<file path="config.mk">
export PLATFORM = sky130hd
export DESIGN_NAME = ka750_usc_seq
export DESIGN_NICKNAME = d
export VERILOG_FILES = /design/src/rtl/ka750_usc_seq.sv
export SDC_FILE = /design/constraint.sdc
export NUM_CORES = 1
export LEC_CHECK = 0
export BUFFER_PORTS_ARGS = -buffer_cell sky130_fd_sc_hd__clkbuf_2
export CORE_AREA = 8 8 111 113
export DETAILED_ROUTE_END_ITERATION = 16
export DIE_AREA = 0 0 119 121
export PLACE_DENSITY = 0.84
export SYNTH_ARGS = -nofsm -noshare
export SYNTH_HDL_FRONTEND = slang
export SYNTH_SLANG_ARGS = --single-unit
</file>
<file path="constraint.sdc">
create_clock -name m_clk_h -period 6.5 [get_ports m_clk_h]
set_input_delay 0.325 -clock m_clk_h [delete_from_list [all_inputs] [get_ports m_clk_h]]
set_output_delay 0.325 -clock m_clk_h [all_outputs]
set_load 0.05 [all_outputs]
</file>
<file path="src/rtl/ka750_usc_seq.sv">
// Microsequencer: holds the micro-PC, resolves the next control store address from
// NEXT/BUT/JSR/RETURN/dispatch/trap, and keeps a circular subroutine return stack.
module ka750_usc_seq #(
   parameter int              AW        = 14,
   parameter int              STK_DEPTH = 8,
   parameter logic [AW-1:0]   RESET_VEC = 14'h0000,
   parameter logic [AW-1:0]   TRAP_VEC  = 14'h0010
) (
   input  logic          m_clk_h,
   input  logic          reset_l,
   input  logic          m_clk_enable_h,
   input  logic [5:0]    cs_next_h,
   input  logic          cs_jsr_h,
   input  logic [5:0]    cs_but_h,
   input  logic [15:0]   cond_h,
   input  logic [AW-1:0] dispatch_addr_h,
   input  logic          trap_req_h,
   output logic [AW-1:0] cs_addr_h,
   output logic [4:0]    stk_depth_h,
   output logic          stk_err_h,
   output logic          trap_ack_h
);

   localparam int         PW   = $clog2(STK_DEPTH);
   localparam logic [4:0] FULL = 5'(STK_DEPTH);

   logic [AW-1:0] upc_q, upc_d;
   logic [PW-1:0] ptr_q, ptr_d;
   logic [4:0]    depth_q, depth_d;
   logic          err_q, err_d;
   logic          ack_q, ack_d;
   logic [AW-1:0] stk_q [STK_DEPTH];
   logic [AW-1:0] stk_d [STK_DEPTH];

   logic [AW-1:0] nb;
   logic [AW-1:0] nxt;
   logic [AW-1:0] top;
   logic [AW-1:0] push_val;
   logic [PW-1:0] ptr_m1;
   logic [PW-1:0] ptr_w;
   logic [4:0]    depth_w;
   logic [3:0]    pidx;
   logic [1:0]    pair;
   logic          is_ret;
   logic          empty;
   logic          push_en;

   always_comb begin
      nb     = {upc_q[AW-1:6], cs_next_h};
      ptr_m1 = ptr_q - PW'(1);
      top    = stk_q[ptr_m1];
      is_ret = (cs_but_h == 6'h3F);
      empty  = (depth_q == 5'd0);
      pidx   = {cs_but_h[2:0], 1'b0};
      pair   = {cond_h[pidx + 4'd1], cond_h[pidx]};
      case (cs_but_h[5:4])
         2'b00:   nxt = nb;
         2'b01:   nxt = nb | {{(AW-1){1'b0}}, cond_h[cs_but_h[3:0]]};
         2'b10:   nxt = nb | {{(AW-2){1'b0}}, pair};
         default: nxt = is_ret ? (empty ? RESET_VEC : top) : dispatch_addr_h;
      endcase
   end

   always_comb begin
      upc_d    = upc_q;
      ptr_d    = ptr_q;
      depth_d  = depth_q;
      err_d    = err_q;
      ack_d    = 1'b0;
      stk_d    = stk_q;
      ptr_w    = ptr_q;
      depth_w  = depth_q;
      push_en  = 1'b0;
      push_val = nxt;
      if (m_clk_enable_h) begin
         if (trap_req_h) begin
            // Trap saves where the microword was heading; its own JSR/RETURN are dropped.
            upc_d    = TRAP_VEC;
            ack_d    = 1'b1;
            push_en  = 1'b1;
            push_val = nxt;
         end else begin
            upc_d = nxt;
            if (is_ret) begin
               if (empty) begin
                  err_d = 1'b1;
               end else begin
                  ptr_w   = ptr_m1;
                  depth_w = depth_q - 5'd1;
               end
            end
            push_en  = cs_jsr_h;
            push_val = upc_q + {{(AW-1){1'b0}}, 1'b1};
         end
         ptr_d   = ptr_w;
         depth_d = depth_w;
         // A push at full lands on the oldest slot, since the write pointer wraps onto it.
         if (push_en) begin
            stk_d[ptr_w] = push_val;
            ptr_d        = ptr_w + PW'(1);
            if (depth_w == FULL) begin
               err_d = 1'b1;
            end else begin
               depth_d = depth_w + 5'd1;
            end
         end
      end
   end

   always_ff @(posedge m_clk_h or negedge reset_l) begin
      if (!reset_l) begin
         upc_q   <= RESET_VEC;
         ptr_q   <= '0;
         depth_q <= 5'd0;
         err_q   <= 1'b0;
         ack_q   <= 1'b0;
      end else begin
         upc_q   <= upc_d;
         ptr_q   <= ptr_d;
         depth_q <= depth_d;
         err_q   <= err_d;
         ack_q   <= ack_d;
      end
   end

   always_ff @(posedge m_clk_h) begin
      stk_q <= stk_d;
   end

   assign cs_addr_h   = upc_q;
   assign stk_depth_h = depth_q;
   assign stk_err_h   = err_q;
   assign trap_ack_h  = ack_q;

endmodule

</file>
Word level (Yosys, flattened, before mapping)
Index checks and enable logic that the tools add are counted.
{"block": "totals", "ff_bits": 136}
{"block": "op_classes", "n_eq_ne": 4, "mux": 38, "bitwise_logic": 4, "reduce_logical": 4, "order_cmp": 6, "add_sub_neg": 6}
{"op": "bitwise mux 112 bit", "count": 1}
{"op": "2-to-1 mux 14 bit", "count": 8}
{"op": "binary-select mux 14 bit (select 3 bit)", "count": 1}
{"op": "demux 14 bit (select 3 bit)", "count": 1}
{"op": "case mux 14 bit (3 select lines)", "count": 1}
{"op": "2-to-1 mux 5 bit", "count": 6}
{"op": "< comparator 4 x 5 -> 1 bit, second input constant", "count": 3}
{"op": "2-to-1 mux 3 bit", "count": 5}
{"op": "adder 14 x 1 -> 14 bit, second input constant", "count": 1}
{"op": "bitwise OR 14 x 1 -> 14 bit", "count": 1}
{"op": "bitwise OR 14 x 2 -> 14 bit", "count": 1}
{"op": "2-to-1 mux 1 bit", "count": 12}
{"op": "binary-select mux 1 bit (select 4 bit)", "count": 2}
{"op": ">= comparator 4 bit, second input constant", "count": 2}
{"op": "NOT 3 -> 4 bit", "count": 2}
{"op": "equality test 6 bit, second input constant", "count": 1}
{"op": "adder 5 x 1 -> 5 bit, second input constant", "count": 1}
{"op": "equality test 5 x 4 -> 1 bit, second input constant", "count": 1}
{"op": "zero test 5 bit", "count": 1}
{"op": "subtractor 5 x 1 -> 5 bit, second input constant", "count": 1}
{"op": "adder 4 x 1 -> 4 bit, second input constant", "count": 1}
{"op": "< comparator 4 x 1 -> 1 bit, second input constant", "count": 1}
{"op": "adder 3 x 1 -> 3 bit, second input constant", "count": 1}
{"op": "binary-select mux 1 bit (select 3 bit)", "count": 1}
{"op": "6 further kinds", "count": 6}

Logic depth before layout (Yosys ltp)
Gate-level depths: netlist of the first run.
{"block": "depth", "word_depth": 11, "ltp_mapped": 12, "depth_no_buf": 11}

Worst setup path before layout of the first run
Ideal clock, no wire load.
{"block": "synth_path", "path_kind": "flip-flop to flip-flop", "from": "reg stk_depth_h[0] (netlist name)", "to": "reg stk_q[14] (netlist name), enable pin", "setup_time_ns": 0.384, "stages_incl_launch_ff": 9, "arrival_time_ns": 2.944, "setup_slack_ns": 3.172, "t_required_ns": 6.116, "path_buffers": 1, "path_cell_list": "dfrtp_1 > clkinv_1 > ha_1 > nor4b_4 > or4_1 > buf_2 > nor3_1 > o211ai_1 > nor2_1"}
{"item": "end signal, assigned", "line": "127", "source": "stk_q <= stk_d;"}
{"item": "end, declared", "line": "32", "source": "logic [AW-1:0] stk_q [STK_DEPTH];"}

Final worst setup path of the first run
{"block": "layout_path", "from": "reg ptr_q[0]", "to": "reg stk_q[4] (netlist name), data pin"}
{"block": "layout_between", "elab_chain_len": 11}
{"item": "start, declared", "line": "28", "source": "logic [PW-1:0] ptr_q, ptr_d;"}
{"item": "start signal, assigned", "line": "119", "source": "ptr_q <= ptr_d;"}
{"item": "subtractor 3 x 1 -> 3 bit", "line": "50", "source": "ptr_m1 = ptr_q - PW'(1);"}
{"item": "2-to-1 mux 3 bit / NOT 3 -> 4 bit (equally long branches)", "line": "85, 51"}
{"item": "2-to-1 mux 3 bit / binary-select mux 14 bit (select 3 bit) (equally long branches)", "line": "84, 51"}
{"item": "2-to-1 mux 3 bit / 2-to-1 mux 14 bit (equally long branches)", "line": "76, 51"}
{"item": "2-to-1 mux 3 bit / 2-to-1 mux 14 bit (equally long branches)", "line": "75, 51"}
{"item": "NOT 3 -> 4 bit (implied by the code) / 2-to-1 mux 14 bit (equally long branches)", "line": "99, 60"}
{"item": ">= comparator 4 bit (implied by the code), or another cell as far along", "line": "99", "source": "stk_d[ptr_w] = push_val;"}
{"item": "logical AND 1 bit (implied by the code) / case mux 14 bit (3 select lines) (equally long branches)", "line": "99, 56"}
{"item": "2-to-1 mux 14 bit, on equally long branches", "line": "99, 76"}
{"item": "demux 14 bit (select 3 bit) / 2-to-1 mux 14 bit (equally long branches)", "line": "99, 75"}
{"item": "bitwise mux 112 bit (*)", "line": "99"}
Every way passes the cells marked *; elsewhere a longest branch is shown, timed or not. The select of a mux whose other input is x is not followed.
A chain may end at the register's enable or synchronous reset.

==> flow_metrics.py, run 1 <==
metrics = {
    "outcome": {
        "run_status": "finished clean",
    },
    "die": {
        "placeableCoreArea_um2": 10600,
        "rows": 38,
        "fp.dieH_um": 121,
        "design.portCount": 68,
        "initial_util": 0.621,
        "design.die.area_um2": 14400,
        "die_x_um": 119,
    },
    "timing": {
        "fmaxAchievable_ghz": 0.220,
        "final.setup.tns_ps": 0,
        "timing.final.hold_violations": 0,
        "drv_slew": 0,
        "timing.slew.headroom": 0.302,
        "max_slew.worst_pin.slew_ps": 1050,
        "setup_repair_after_global_routing_missed_its_margin": "false",
        "layout_min_cycle_time_ps": 4550,
        "timing.final.setup_violations": 0,
        "final.period_utilization": 0.700,
        "fin_skew_ps": 9.25,
    },
    "yosys": {
        "ys_top_cells_by_count": "sky130_fd_sc_hd__edfxtp_1 (112), sky130_fd_sc_hd__mux4_2 (37), sky130_fd_sc_hd__nand2_1 (33), sky130_fd_sc_hd__nor2_1 (33), sky130_fd_sc_hd__dfrtp_1 (24)",
        "mappedNetlistNets": 513,
        "number_of_synthesized_flops_with_an_enable_pin": 112,
        "synth_top_family_by_area": "multiplexers",
        "cell_taking_the_most_area_after_synthesis": "sky130_fd_sc_hd__edfxtp_1",
        "syn-mean-instance-area_um2": 14.3,
        "compound_gate_portion_of_the_synthesized_area": 0.0800,
        "yosys.area_share.adder": 0.0114,
        "synthXorXnorAreaFrac": 0.0279,
        "synth_simple_gate_area_frac": 0.0857,
        "synth_most_common_cell": "sky130_fd_sc_hd__edfxtp_1",
        "synthTopCellsByArea": "sky130_fd_sc_hd__edfxtp_1 (51%), sky130_fd_sc_hd__mux4_2 (13%), sky130_fd_sc_hd__dfrtp_1 (9.1%), sky130_fd_sc_hd__mux2i_1 (3.5%), sky130_fd_sc_hd__nand2_1 (1.9%)",
        "post_synth_instance_area_um2": 6590,
        "synth_top_area_frac": 0.511,
        "synth.yosys.warnings": 0,
        "ys.flop_type": "sky130_fd_sc_hd__edfxtp_1",
        "synth.yosys.seq_area_share": 0.602,
        "post_synth_inst_count": 460,
        "ys_async_sr_fraction": 0.176,
        "synth_seq_cells": 136,
        "muxShareOfSynthArea": 0.168,
        "synth_cell_type_count": 55,
    },
    "setup_path": {
        "worst_path_most_repeated_cell": "sky130_fd_sc_hd__o21ai_1",
        "reg2reg_setup_slack_ps": 1950,
        "timing.critical_path.required_ps": 6720,
        "buffer_and_inverter_count_on_the_worst_path": 2,
        "worstPathMaxFanout": 33,
        "critical-path-top-delay-family": "flip-flops",
        "cp_slowest_cell": "sky130_fd_sc_hd__dfrtp_2",
        "critical-path-max-stage-delay_ps": 1060,
        "crit_path_cell_trace": "clkinv_1 > ha_1 > buf_4 > mux4_2 > mux2i_1 > o21ai_1 > o21ai_1 > o21ai_0",
        "timing.critical_path.to_type": "flip-flop",
        "timing.critical_path.from_type": "flip-flop",
        "timing_worst_setup_path_type": "reg -> reg",
        "worst_ep_arrival_time_ps": 4770,
    },
    "final_layout": {
        "final_layout_size_suffix_gt1_frac": 0.290,
        "antenna_cells_inserted": 0,
        "num-nets-final": 581,
        "layout.cell_area.non_filler_um2": 7670,
        "n_fill_cell": 659,
        "area_growth_syn_to_layout_pct": 16.4,
    },
    "global_routing": {
        "first_global_vias": 4655,
        "overflow": 0,
        "first_pass_grt_wire_length_um": 26600,
        "grt.total_usage": 0.247,
        "grt_antenna_before_repair": 0,
        "largest_net_degree_at_the_start_of_global_routing": 38,
    },
    "power_and_ir_drop": {
        "vdd_ir_drop_max_uv": 294,
        "power.density_cell_area_nw_per_um2": 424,
        "cellLeakagePower_uw": 0.00281,
    },
    "detailed_routing": {
        "drt_drc_violations_left": 0,
        "post_drt_via_cell_ratio": 6.70,
        "final_antenna_net_count": 0,
        "wl_per_cell_um": 25.2,
        "finalWirelength_um": 17200,
        "vias": 4566,
        "dr.first_iter.drc_count": 446,
        "drtPass1Iterations": 5,
    },
    "cts": {
        "clock_tree.root_cell": "sky130_fd_sc_hd__clkbuf_8",
        "clock_latency_ps": 530,
        "holdBufCountCts": 1,
        "cts.repair_timing.setup_buffer_count": 0,
        "cts.repair.resized": 0,
        "clk_pin_slew_ps": 60,
        "cts_htree_levels": 4,
        "cts_num_sinks": 136,
        "clock_tree_from_tritoncts": "built",
        "cts-buffers-inserted": 17,
        "maximum_count_of_clock_buffers_along_a_single_path": 2,
    },
    "placed_design": {
        "hpwl_um": 10700,
        "place.gp.congestion": 0.888,
        "number_of_i_o_port_buffers": 67,
        "placed_cell_area_um2": 7050,
    },
    "job": {
        "max-cap-violations": 0,
    },
    "worst_hold_path": {
        "worstHoldPathType": "in -> reg",
    },
}
path summary, 6_finish.rpt:
path	startpoint	to	cells past startpoint
max	ptr_q[0]$_DFFE_PN0P_	stk_q[4]$_DFFE_PP_	8
min	cs_next_h[1]	cs_addr_h[1]$_DFFE_PN0P_	3
max reg2reg	ptr_q[0]$_DFFE_PN0P_	stk_q[4]$_DFFE_PP_	8
min reg2reg	stk_err_h$_DFFE_PN0P_	stk_err_h$_DFFE_PN0P_	1
max in group asynchronous	reset_l	ptr_q[0]$_DFFE_PN0P_	2
min in group asynchronous	reset_l	cs_addr_h[13]$_DFFE_PN0P_	2
area by class of cell:
cell class,instances,area (um2),share of cell area
clock buffer,19,432,0.0563
clock inverter,13,178,0.0232
inverter,8,30.0,0.00392
multi-input combinational,287,2470,0.322
sequential,136,3970,0.517
tap,140,175,0.0228
timing repair buffer,78,420,0.0548
tightest hold or removal path, stage by stage:
cell and delay (ps):
sky130_fd_sc_hd__clkbuf_2 80, sky130_fd_sc_hd__o21ai_1 150, sky130_fd_sc_hd__o31ai_1 80
per-stage QoR:
step / instances / hold WS (ps) / utilization / setup slack, ps / power (uW)
after floorplan: 460 / 29.4 / - / 3170 / 1980
after global placement: 648 / 390 / 0.665 / 2350 / 2210
after detailed placement: 648 / 411 / 0.665 / 2100 / 2240
after CTS: 681 / 130 / 0.723 / 1930 / 3250
after global routing: 681 / 167 / 0.723 / 1550 / 3370
final: 681 / 143 / 0.723 / 1950 / 3250
power breakdown:
part / internal, uW / total (uW) / switching, uW
combinational: 463 / 1050 / 585
clock: 630 / 994 / 364
sequential: 1080 / 1210 / 132
placed cells by master (no fill, tap or decap), types with 3 or more instances in the layout:
cell,Yosys,routed
sky130_fd_sc_hd__and3_1,4,4
sky130_fd_sc_hd__clkbuf_16,0,16
sky130_fd_sc_hd__mux2i_1,23,23
sky130_fd_sc_hd__nor3_1,10,10
sky130_fd_sc_hd__mux2_2,4,4
sky130_fd_sc_hd__bufinv_16,0,4
sky130_fd_sc_hd__clkinv_1,2,4
sky130_fd_sc_hd__a31oi_1,3,3
sky130_fd_sc_hd__xnor2_1,10,10
sky130_fd_sc_hd__buf_4,3,10
sky130_fd_sc_hd__o21ai_0,19,19
sky130_fd_sc_hd__clkbuf_2,0,67
sky130_fd_sc_hd__o211ai_1,5,5
sky130_fd_sc_hd__inv_1,6,6
sky130_fd_sc_hd__ha_1,6,6
sky130_fd_sc_hd__nor2_1,33,32
sky130_fd_sc_hd__o2bb2ai_1,4,4
sky130_fd_sc_hd__edfxtp_1,112,112
sky130_fd_sc_hd__o21ai_1,16,16
sky130_fd_sc_hd__dfrtp_1,24,23
sky130_fd_sc_hd__a21oi_1,15,15
sky130_fd_sc_hd__nand2_1,33,33
sky130_fd_sc_hd__xor2_1,11,10
sky130_fd_sc_hd__mux4_2,37,37
sky130_fd_sc_hd__o22ai_1,3,3
sky130_fd_sc_hd__a22oi_1,4,4
sky130_fd_sc_hd__clkinvlp_4,0,3
sky130_fd_sc_hd__o31ai_1,6,6
sky130_fd_sc_hd__nand3_1,8,8
state kept, by name, indices dropped and copies added, names as in the netlist:
signal / count
ptr_q: 3
stk_q: 112
stk_depth_h: 5
trap_ack_h: 1
cs_addr_h: 14
stk_err_h: 1
logic make-up (layout without fill, tap and decap cells):
family                   after synthesis  after routing
AO/OA/AOI/OAI                         85             85
XOR/XNOR                              21             21
adder cells (fa/ha/maj)                6              6
buffers and inverters                 37            118
flip-flops                           136            136
multiplexers                          64             64
AND/OR/NAND/NOR                      111            111
layer usage:
metal  track usage  wire length, um  up-vias
li1              -                -     1928
met1         0.305             6470     2227
met2         0.391             8210      350
met3        0.0670             1880       61
met4         0.132              628        0
met5             0                0        -
Power figures use the tool's default switching activity.
==> run 2: changes to the inputs <==
- CORE_AREA: 8 8 111 113 -> 8 8 121 123
- DIE_AREA: 0 0 119 121 -> 0 0 129 131
- PLACE_DENSITY: 0.84 -> 0.75
- clock period: 6.5 -> 4.1 ns (I/O delays scaled with it)
==> flow_metrics.py, run 2 (synthesis results as in run 1) <==
metrics = {
    "outcome": {
        "run_status": "finished clean",
    },
    "timing": {
        "timing.final.setup_violations": 0,
        "fmaxAchievable_ghz": 0.327,
        "timing.slew.headroom": 0.396,
        "fin_skew_ps": 9.78,
        "max_slew.worst_pin.slew_ps": 905,
        "layout_setup_ws_ps": 1040,
        "final.period_utilization": 0.747,
        "layout_min_cycle_time_ps": 3060,
        "drv_slew": 0,
        "setup_repair_after_global_routing_missed_its_margin": "false",
        "final.setup.tns_ps": 0,
        "timing.final.hold_violations": 0,
    },
    "die": {
        "design.die.area_um2": 16900,
        "rows": 42,
        "placeableCoreArea_um2": 12900,
        "die_x_um": 129,
        "design.portCount": 68,
        "initial_util": 0.512,
        "fp.dieH_um": 131,
    },
    "final_layout": {
        "antenna_cells_inserted": 0,
        "largest_reg_flops": 112,
        "final_core_utilization": 0.597,
        "largest-register": "stk_q",
        "area_growth_syn_to_layout_pct": 16.7,
        "mostFrequentLayoutCell": "sky130_fd_sc_hd__edfxtp_1",
        "num-nets-final": 585,
        "n_fill_cell": 1005,
        "layout.cell_area.non_filler_um2": 7680,
        "most_frequent_cells_in_the_layout": "sky130_fd_sc_hd__edfxtp_1 (112), sky130_fd_sc_hd__clkbuf_2 (67), sky130_fd_sc_hd__mux4_2 (37), sky130_fd_sc_hd__nor2_1 (33), sky130_fd_sc_hd__nand2_1 (33)",
        "final_layout_size_suffix_gt1_frac": 0.298,
    },
    "setup_path": {
        "critical-path-max-stage-delay_ps": 620,
        "ff2ff_path_depth": 10,
        "timing_worst_setup_path_type": "reg -> reg",
        "endpoint_of_the_worst_slack_reg_to_reg_timing_path": "stk_depth_h[4]$_DFFE_PN0P_",
        "crit_path_cell_trace": "clkinv_1 > ha_1 > nor4b_4 > or4_1 > o21ai_0 > ha_1 > nand2_1 > nor3_2 > xnor2_1 > a211o_1",
        "critical-path-top-delay-family": "simple AND/OR/NAND/NOR gates",
        "worstPathMaxFanout": 12,
        "cp_slowest_cell": "sky130_fd_sc_hd__or4_1",
        "worstReg2RegStart": "stk_depth_h[0]$_DFFE_PN0P_",
        "timing.critical_path.to_type": "flip-flop",
        "buffer_and_inverter_count_on_the_worst_path": 1,
        "reg2reg_setup_slack_ps": 1040,
        "timing.critical_path.required_ps": 4410,
        "worst_path_most_repeated_cell": "sky130_fd_sc_hd__ha_1",
        "timing.critical_path.from_type": "flip-flop",
        "worst_ep_arrival_time_ps": 3370,
    },
    "detailed_routing": {
        "dr.first_iter.drc_count": 462,
        "finalWirelength_um": 15900,
        "final_antenna_net_count": 0,
        "vias": 4374,
        "drtPass1Iterations": 5,
        "drt_drc_violations_left": 0,
        "post_drt_via_cell_ratio": 6.08,
        "wl_per_cell_um": 22.1,
    },
    "power_and_ir_drop": {
        "cellLeakagePower_uw": 0.00280,
        "power.density_cell_area_nw_per_um2": 650,
        "vdd_ir_drop_max_uv": 399,
    },
    "cts": {
        "clock_tree.root_cell": "sky130_fd_sc_hd__clkbuf_16",
        "clock_tree_from_tritoncts": "built",
        "clock_latency_ps": 420,
        "clk_pin_slew_ps": 60,
        "cts.repair_timing.setup_buffer_count": 0,
        "cts-buffers-inserted": 17,
        "cts_num_sinks": 136,
        "cts_htree_levels": 4,
        "maximum_count_of_clock_buffers_along_a_single_path": 2,
        "cts.repair.resized": 0,
    },
    "worst_hold_path": {
        "worstHoldPathType": "in -> reg",
        "min-delay-start": "cs_next_h[2]",
        "timing.hold.worst_endpoint": "cs_addr_h[2]$_DFFE_PN0P_",
        "whs_path_depth": 3,
    },
    "placed_design": {
        "dpl_worst_slack_ps": 1080,
        "place.gp.congestion": 0.856,
        "number_of_i_o_port_buffers": 67,
        "placed_cell_area_um2": 7120,
        "hpwl_um": 10200,
    },
    "global_routing": {
        "grt_antenna_before_repair": 0,
        "largest_net_degree_at_the_start_of_global_routing": 37,
        "overflow": 0,
        "grt.total_usage": 0.201,
        "first_pass_grt_wire_length_um": 24700,
        "first_global_vias": 4471,
    },
    "job": {
        "max-cap-violations": 0,
    },
}
[run 2: changes by cell type in the layout (fill, tap and decap cells not counted), moves of 2 or more]
cell | previous run | this run
sky130_fd_sc_hd__buf_4 | 10 | 14
sky130_fd_sc_hd__bufinv_16 | 4 | 1
sky130_fd_sc_hd__clkbuf_8 | 2 | 0
sky130_fd_sc_hd__clkinv_1 | 4 | 2
sky130_fd_sc_hd__clkinv_2 | 2 | 4
sky130_fd_sc_hd__clkinvlp_4 | 3 | 5
sky130_fd_sc_hd__inv_8 | 0 | 2
[run 2: metal layers]
| layer | track usage | part of all wire | vias to the layer above |
|---|---|---|---|
| li1 | - | - | 1939 |
| met1 | 0.250 | 0.41 | 2208 |
| met2 | 0.319 | 0.48 | 203 |
| met3 | 0.0698 | 0.087 | 24 |
| met4 | 0.0781 | 0.020 | 0 |
| met5 | 0 | 0 | - |
[run 2: per-stage QoR]
step	hold slack, ps	power (uW)	instances
2_1_floorplan	-90.6	3140	460
3_3_place_gp	265	3550	688
3_5_place_dp	271	3590	688
4_1_cts	120	5020	720
5_1_grt	144	5230	720
6_report	140	5000	720
[run 2: area by class of cell]
| type | count | area, um2 | area share |
|---|---|---|---|
| Clock buffer | 17 | 425 | 0.0554 |
| Clock inverter | 14 | 128 | 0.0166 |
| Multi-Input combinational cell | 287 | 2470 | 0.321 |
| Sequential cell | 136 | 3970 | 0.516 |
| Timing Repair Buffer | 82 | 450 | 0.0586 |
| Tap cell | 176 | 220 | 0.0287 |
| Inverter | 8 | 30.0 | 0.00391 |
[run 2: power breakdown]
group          total, uW  internal (uW)  leakage (uW)  switching (uW)
clock network       1430            834      0.000261             598
registers           1830           1720       0.00132             119
logic               1730            746       0.00122             985
total               5000           3290       0.00280            1700
[run 2: how the worst max path moves through the flow]
stage                                           from                          to  slack [ps]  cells after the start
after floorplan           stk_depth_h[0]$_DFFE_PN0P_         stk_q[14]$_DFFE_PP_         770                      8
after global placement    stk_depth_h[0]$_DFFE_PN0P_  stk_depth_h[4]$_DFFE_PN0P_        1180                     10
after detailed placement  stk_depth_h[0]$_DFFE_PN0P_  stk_depth_h[4]$_DFFE_PN0P_        1080                     10
after CTS                 stk_depth_h[0]$_DFFE_PN0P_  stk_depth_h[4]$_DFFE_PN0P_        1070                     10
after global routing            ptr_q[0]$_DFFE_PN0P_        stk_q[103]$_DFFE_PP_         840                      7
final                     stk_depth_h[0]$_DFFE_PN0P_  stk_depth_h[4]$_DFFE_PN0P_        1040                     10
[run 2: worst min-delay path, stage by stage]
cell                       delay [ps]
sky130_fd_sc_hd__clkbuf_2          90
sky130_fd_sc_hd__o21ai_1          160
sky130_fd_sc_hd__o31ai_1           70
[run 2: timing repair]
| action | CTS | global route |
|---|---|---|
| endpoints found under the setup margin | 0 | 0 |
| hold buffers | 1 | 0 |
| hold endpoints to repair | 24 | 0 |
